===== config.mk =====
export PLATFORM = sky130hd
export DESIGN_NAME = multicycle_ctrl_fsm
export DESIGN_NICKNAME = d
export VERILOG_FILES = /design/src/rtl/cpu_ctrl_pkg.sv /design/src/rtl/multicycle_ctrl_fsm_opcode_decode.sv /design/src/rtl/multicycle_ctrl_fsm.sv
export SDC_FILE = /design/constraint.sdc
export NUM_CORES = 1
export LEC_CHECK = 0
export CAP_MARGIN = 0
export CELL_PAD_IN_SITES_DETAIL_PLACEMENT = 1
export CELL_PAD_IN_SITES_GLOBAL_PLACEMENT = 1
export CORE_MARGIN = 2
export CORE_UTILIZATION = 36
export DETAILED_ROUTE_END_ITERATION = 16
export GPL_ROUTABILITY_DRIVEN = 0
export PLACE_DENSITY = 0.95
export SYNTH_ARGS = -nofsm -noshare
export SYNTH_HDL_FRONTEND = slang
export SYNTH_HIERARCHICAL = 1
export SYNTH_SLANG_ARGS = --single-unit
export TNS_END_PERCENT = 5

===== constraint.sdc =====
create_clock -name clk -period 10.5 [get_ports clk]
set_input_delay 1.05 -clock clk [delete_from_list [all_inputs] [get_ports clk]]
set_output_delay 1.05 -clock clk [all_outputs]
set_load 0.01 [all_outputs]

===== src/rtl/cpu_ctrl_pkg.sv =====
// ============================================================================
//  Module : cpu_ctrl_pkg
//  Brief  : Opcodes, state encoding and control-field encodings for the
//           multi-cycle RV-subset control path.
//  Rev    : 1.0  initial release
// ============================================================================
`default_nettype none

package cpu_ctrl_pkg;

    localparam logic [6:0] c_op_load   = 7'b0000011;
    localparam logic [6:0] c_op_store  = 7'b0100011;
    localparam logic [6:0] c_op_branch = 7'b1100011;
    localparam logic [6:0] c_op_r      = 7'b0110011;
    localparam logic [6:0] c_op_i      = 7'b0010011;

    localparam logic [2:0] c_f3_beq = 3'b000;
    localparam logic [2:0] c_f3_bne = 3'b001;

    localparam logic [1:0] c_imm_i    = 2'b00;
    localparam logic [1:0] c_imm_s    = 2'b01;
    localparam logic [1:0] c_imm_b    = 2'b10;
    localparam logic [1:0] c_imm_none = 2'b11;

    localparam logic [1:0] c_alu_add   = 2'b00;
    localparam logic [1:0] c_alu_sub   = 2'b01;
    localparam logic [1:0] c_alu_funct = 2'b10;

    typedef enum logic [2:0] {
        S_IDLE   = 3'd0,
        S_FETCH  = 3'd1,
        S_DECODE = 3'd2,
        S_EXEC   = 3'd3,
        S_MEM    = 3'd4,
        S_WB     = 3'd5,
        S_TRAP   = 3'd6
    } state_t;

endpackage

`default_nettype wire


===== src/rtl/multicycle_ctrl_fsm_opcode_decode.sv =====
// ============================================================================
//  Module : opcode_decode
//  Brief  : Classifies an opcode/funct3 pair into instruction classes.
//  Rev    : 1.0  initial release
// ============================================================================
`default_nettype none

module opcode_decode
    import cpu_ctrl_pkg::*;
(
    input  logic [6:0] i_opcode,
    input  logic [2:0] i_funct3,
    output logic       o_is_load,
    output logic       o_is_store,
    output logic       o_is_branch,
    output logic       o_is_r,
    output logic       o_is_i,
    output logic       o_illegal
);

    assign o_is_load   = (i_opcode == c_op_load);
    assign o_is_store  = (i_opcode == c_op_store);
    // Only BEQ/BNE are implemented; other branch flavours trap.
    assign o_is_branch = (i_opcode == c_op_branch) &&
                         ((i_funct3 == c_f3_beq) || (i_funct3 == c_f3_bne));
    assign o_is_r      = (i_opcode == c_op_r);
    assign o_is_i      = (i_opcode == c_op_i);
    assign o_illegal   = ~(o_is_load | o_is_store | o_is_branch | o_is_r | o_is_i);

endmodule

`default_nettype wire


===== src/rtl/multicycle_ctrl_fsm.sv =====
// ============================================================================
//  Module : multicycle_ctrl_fsm
//  Brief  : FETCH/DECODE/EXEC/MEM/WB sequencer driving datapath strobes.
//  Rev    : 1.0  initial release
// ============================================================================
`default_nettype none

module multicycle_ctrl_fsm
    import cpu_ctrl_pkg::*;
#(
    parameter int CNT_W    = 32,
    parameter bit MEM_WAIT = 1'b0
) (
    input  logic             clk,
    input  logic             rst_n,
    input  logic [31:0]      instr,
    input  logic             mem_ready,
    input  logic             alu_zero,
    output logic [2:0]       state_o,
    output logic             ir_write,
    output logic             pc_write,
    output logic             pc_src,
    output logic [1:0]       imm_sel,
    output logic             alu_src_b,
    output logic [1:0]       alu_op,
    output logic             mem_req,
    output logic             mem_we,
    output logic             reg_write,
    output logic             mem_to_reg,
    output logic             illegal,
    output logic [CNT_W-1:0] retired_cnt
);

    state_t           r_state;
    state_t           w_next;
    logic [6:0]       r_opcode;
    logic [2:0]       r_funct3;
    logic [CNT_W-1:0] r_cnt;
    logic             w_retire;
    logic             w_rdy;
    logic [6:0]       w_dec_op;
    logic [2:0]       w_dec_f3;
    logic             w_is_load, w_is_store, w_is_branch, w_is_r, w_is_i, w_dec_illegal;
    logic             w_unused;

    assign w_unused = ^{instr[31:15], instr[11:7]};
    assign w_rdy    = MEM_WAIT ? mem_ready : 1'b1;

    // DECODE classifies the live IR; later states use the latched fields.
    assign w_dec_op = (r_state == S_DECODE) ? instr[6:0]   : r_opcode;
    assign w_dec_f3 = (r_state == S_DECODE) ? instr[14:12] : r_funct3;

    opcode_decode u_dec (
        .i_opcode    (w_dec_op),
        .i_funct3    (w_dec_f3),
        .o_is_load   (w_is_load),
        .o_is_store  (w_is_store),
        .o_is_branch (w_is_branch),
        .o_is_r      (w_is_r),
        .o_is_i      (w_is_i),
        .o_illegal   (w_dec_illegal)
    );

    always_comb begin
        w_next     = r_state;
        w_retire   = 1'b0;
        ir_write   = 1'b0;
        pc_write   = 1'b0;
        pc_src     = 1'b0;
        imm_sel    = c_imm_none;
        alu_src_b  = 1'b0;
        alu_op     = c_alu_add;
        mem_req    = 1'b0;
        mem_we     = 1'b0;
        reg_write  = 1'b0;
        mem_to_reg = 1'b0;
        illegal    = 1'b0;
        case (r_state)
            S_IDLE: w_next = S_FETCH;
            S_FETCH: begin
                mem_req = 1'b1;
                if (w_rdy) begin
                    ir_write = 1'b1;
                    pc_write = 1'b1;
                    w_next   = S_DECODE;
                end
            end
            S_DECODE: w_next = w_dec_illegal ? S_TRAP : S_EXEC;
            S_EXEC: begin
                if (w_is_load || w_is_store) begin
                    imm_sel   = w_is_store ? c_imm_s : c_imm_i;
                    alu_src_b = 1'b1;
                    w_next    = S_MEM;
                end else if (w_is_r) begin
                    alu_op = c_alu_funct;
                    w_next = S_WB;
                end else if (w_is_i) begin
                    imm_sel   = c_imm_i;
                    alu_src_b = 1'b1;
                    alu_op    = c_alu_funct;
                    w_next    = S_WB;
                end else if (w_is_branch) begin
                    imm_sel  = c_imm_b;
                    alu_op   = c_alu_sub;
                    pc_src   = 1'b1;
                    pc_write = (r_funct3 == c_f3_bne) ? ~alu_zero : alu_zero;
                    w_retire = 1'b1;
                    w_next   = S_FETCH;
                end else begin
                    w_next = S_TRAP;
                end
            end
            S_MEM: begin
                imm_sel   = w_is_store ? c_imm_s : c_imm_i;
                alu_src_b = 1'b1;
                mem_req   = 1'b1;
                mem_we    = w_is_store;
                if (w_rdy) begin
                    w_retire = w_is_store;
                    w_next   = w_is_store ? S_FETCH : S_WB;
                end
            end
            S_WB: begin
                reg_write  = 1'b1;
                mem_to_reg = w_is_load;
                w_retire   = 1'b1;
                w_next     = S_FETCH;
            end
            S_TRAP: illegal = 1'b1;
            default: w_next = S_IDLE;
        endcase
    end

    always_ff @(posedge clk or negedge rst_n) begin
        if (!rst_n) begin
            r_state  <= S_IDLE;
            r_opcode <= 7'd0;
            r_funct3 <= 3'd0;
            r_cnt    <= '0;
        end else begin
            r_state <= w_next;
            if (r_state == S_DECODE) begin
                r_opcode <= instr[6:0];
                r_funct3 <= instr[14:12];
            end
            if (w_retire)
                r_cnt <= r_cnt + CNT_W'(1);
        end
    end

    assign state_o     = r_state;
    assign retired_cnt = r_cnt;

endmodule

`default_nettype wire

==> impl_metrics.toml <==
[hold_path]
worst_hold_path_startpoint = "retired_cnt[31]$_DFFE_PN0P_"
hold_class = "flop to flop"
worst_hold_path_ep = "retired_cnt[31]$_DFFE_PN0P_"
holdPathStages = 1

[grt]
via_count_of_the_first_global_routing_pass = 1917
grt_first_pass_wirelength_um = 9760
grt_use_total_pct = 17.1
largest_net_degree_at_the_start_of_global_routing = 46
antenna_found_initial = 0
gr_ovfl_total = 0

[power]
seq_power_share_pct = 40.9
sw_share_pct = 33.5
p_per_area_nw_per_um2 = 193
static-leakage-power_nw = 1.25
fin_total_pwr_mw = 0.586
max-vdd-ir-drop_v = 0.0000871
power_report.internal_total_mw = 0.389
total_switching_power_mw = 0.196
power.share.clock_pct = 22.0
comb_power_share_pct = 37.1

[timing]
setup_slack_ns = 4.94
finClkSkew_ns = 0.00684
slew_viol_final = 0
setup_viol = 0
slew-limit-headroom_pct = 23.8
final_period_minus_worst_setup_slack_ns = 5.56
max_slew.worst_pin.slew_ns = 1.13
grt_setup_unrepaired = "no"
hold_violations = 0
setup_total_negative_slack_ns = 0
fmaxAchievable_mhz = 180
final.period_utilization_pct = 53.0
hold-worst-slack_ns = 0.479

[placed_design]
dpl_cell_area_um2 = 2920
post-place-cells = 341
port-buffer-count = 60
dp_worst_setup_slack_ns = 5.26
dp_hpwl_um = 4240

[routing]
post_drt_wl_per_cell_um = 16.4
drt_iter0_markers = 96
drt_wl_total_um = 5740
detail_route.wirelength.met1_um = 2640
maxUsedRoutingLayer = "met4"
met3_length_um = 249
dr.pass1.iters = 4
route.vias.total = 1795
drc = 0
detail-route-antenna-nets = 0
met2WireLength_um = 2780
post_drt_via_cell_ratio = 5.14

[floorplanning]
chipWidth_um = 83.3
std_cell_rows = 28
floorplan.die_area_um2 = 6930
floorplan.initialDensity_pct = 37.8
io_pins = 84
core_region_area_um2 = 5990
die-height_um = 83.3

[clock_network]
latest_clock_arrival_within_the_worst_skew_pair_ns = 0.29
cts_hold_repair.buffers = 0
path_clk_slew_ns = 0.08
clock_sink_count = 45
tritoncts = "yes"
cts.repair.resized = 0
buffers_from_clock_root_to_sink_at_most = 2
cts-buffers-inserted = 5
number_of_post_cts_setup_repair_buffers = 0
clock_tree.root_cell = "sky130_fd_sc_hd__clkbuf_8"
cts-htree-levels = 2

[synth]
ys_dominant_reg_cell = "sky130_fd_sc_hd__dfrtp_1"
syn_area_um2 = 2260
synth_edf_count = 0
synthesis.nets = 247
number_of_unique_standard_cell_types_used_by_synthesis = 37
synth-compound-area-share_pct = 5.25
synth-seq-area-share_pct = 49.8
yosys.area_share.adder_pct = 0.553
number_of_warning_messages_in_the_yosys_log = 6
postSynthRegisterBits = 45
postSynth.asyncResetShare_pct = 100
multiplexer_share_of_the_synthesized_area_pct = 4.98
combinational_family_with_the_most_area_after_synthesis = "simple AND/OR/NAND/NOR gates"
yosys.area_share.simple_pct = 24.3
syn-instance-count = 210
post_synth_xor_area_fraction_pct = 12.4
synth_area_per_inst_um2 = 10.8

[status]
outcome = "finished clean"

[worst_setup_path]
timing.critical_path.to_type = "primary output"
timing.reg2reg.setup_slack_ns = 6.02
timing.critical_path.from_type = "flop"
cp_data_arrival_time_ns = 4.51
timing_worst_setup_path_type = "flop to primary output"
reg2reg_from = "state_o[1]$_DFFE_PN0N_"
worst_path_max_fanout = 10
end_of_the_worst_register_to_register_path = "retired_cnt[31]$_DFFE_PN0P_"
r2r.worst_path.cells = 10
worstPathRequired_ns = 9.45

[finish]
synthToLayoutAreaGrowth_pct = 34.2
mostFrequentLayoutCells = "59 x sky130_fd_sc_hd__clkdlybuf4s50_1, 45 x sky130_fd_sc_hd__dfrtp_1, 24 x sky130_fd_sc_hd__xnor2_1"
finalInstanceArea_um2 = 3040
final_layout_size_suffix_gt1_share_pct = 9.49
layout.area.seq_um2 = 1130
final_util_pct = 50.7
antennaDiodeCount = 0
final_net_count = 310
num-fill-cells = 668
mostFrequentLayoutCell = "sky130_fd_sc_hd__clkdlybuf4s50_1"
instances_no_fill = 349
multi_input_comb_area_um2 = 1070

[job]
timing.max_cap.violations = 0
## cell usage after synthesis (2+ instances only)
library cell	number	area, um2
sky130_fd_sc_hd__nor4_1	4	25.0
sky130_fd_sc_hd__nand2_1	16	60.1
sky130_fd_sc_hd__o21ai_0	2	10.0
sky130_fd_sc_hd__nor2b_1	2	12.5
sky130_fd_sc_hd__nand3_1	11	55.1
sky130_fd_sc_hd__inv_1	9	33.8
sky130_fd_sc_hd__a21o_1	3	22.5
sky130_fd_sc_hd__and2_1	3	18.8
sky130_fd_sc_hd__mux2_2	10	113
sky130_fd_sc_hd__nand4_1	12	75.1
sky130_fd_sc_hd__xor2_1	8	70.1
sky130_fd_sc_hd__or2_2	3	18.8
sky130_fd_sc_hd__nor2_1	13	48.8
sky130_fd_sc_hd__nand2b_1	4	25.0
sky130_fd_sc_hd__a21oi_1	7	35.0
sky130_fd_sc_hd__nor3_1	11	55.1
sky130_fd_sc_hd__dfrtp_1	45	1130
sky130_fd_sc_hd__and3_1	3	18.8
sky130_fd_sc_hd__xnor2_1	24	210
sky130_fd_sc_hd__nor4_4	2	42.5
sky130_fd_sc_hd__nor4b_1	2	17.5
## cell type report
class | instances | share of cell area [%]
sequential | 45 | 37.1
multi-input combinational | 152 | 35.4
timing repair buffer | 60 | 19.6
tap | 75 | 3.09
clock buffer | 6 | 2.39
clock inverter | 2 | 1.28
inverter | 9 | 1.11
## cells by family after synthesis
kind of cell,after synthesis
flip-flops,45
AND/OR/NAND/NOR,93
buffers and inverters,13
AO/OA/AOI/OAI,16
XOR/XNOR,32
multiplexers,10
adder cells (fa/ha/maj),1
## worst max-delay path, stage by stage, from the launching register on
cell	delay, ns
sky130_fd_sc_hd__dfrtp_1	0.50
sky130_fd_sc_hd__inv_1	0.16
sky130_fd_sc_hd__nor3_2	0.67
sky130_fd_sc_hd__mux2_2	0.47
sky130_fd_sc_hd__or4b_1	0.56
sky130_fd_sc_hd__nor3_1	0.62
sky130_fd_sc_hd__nand2_1	0.18
sky130_fd_sc_hd__nor3_1	0.36
sky130_fd_sc_hd__a21o_1	0.17
sky130_fd_sc_hd__clkdlybuf4s50_1	0.53
## power by group through the flow
stage / clock network (mW) / logic, mW / registers [mW]
3_5_place_dp: 0 / 0.220 / 0.243
6_report: 0.129 / 0.217 / 0.240
4_1_cts: 0.133 / 0.221 / 0.240
5_1_grt: 0.141 / 0.239 / 0.245
3_3_place_gp: 0 / 0.211 / 0.239
2_1_floorplan: 0 / 0.140 / 0.233
## flip-flops by register name (all words and copies together) (netlist names)
name         cells
r_funct3         3
state_o          3
r_opcode         7
retired_cnt     32
## metal layers
metal  GRT usage [%]  vias up
met2            27.9       43
met4            3.43        0
li1                -      860
met5               0        -
met1            22.9      886
met3            4.37        6
## worst max path at each step
stage / cells after the start / startpoint / to / slack (ns)
3_5_place_dp: 9 / instr[2] / imm_sel[0] / 5.26
6_report: 9 / state_o[1]$_DFFE_PN0N_ / pc_write / 4.94
2_1_floorplan: 8 / state_o[1]$_DFFE_PN0N_ / pc_write / 6.18
5_1_grt: 10 / state_o[1]$_DFFE_PN0N_ / imm_sel[0] / 4.61
4_1_cts: 10 / state_o[1]$_DFFE_PN0N_ / imm_sel[0] / 4.93
3_3_place_gp: 8 / instr[4] / pc_write / 5.37
Note: power is estimated with default switching activity, not from simulation.
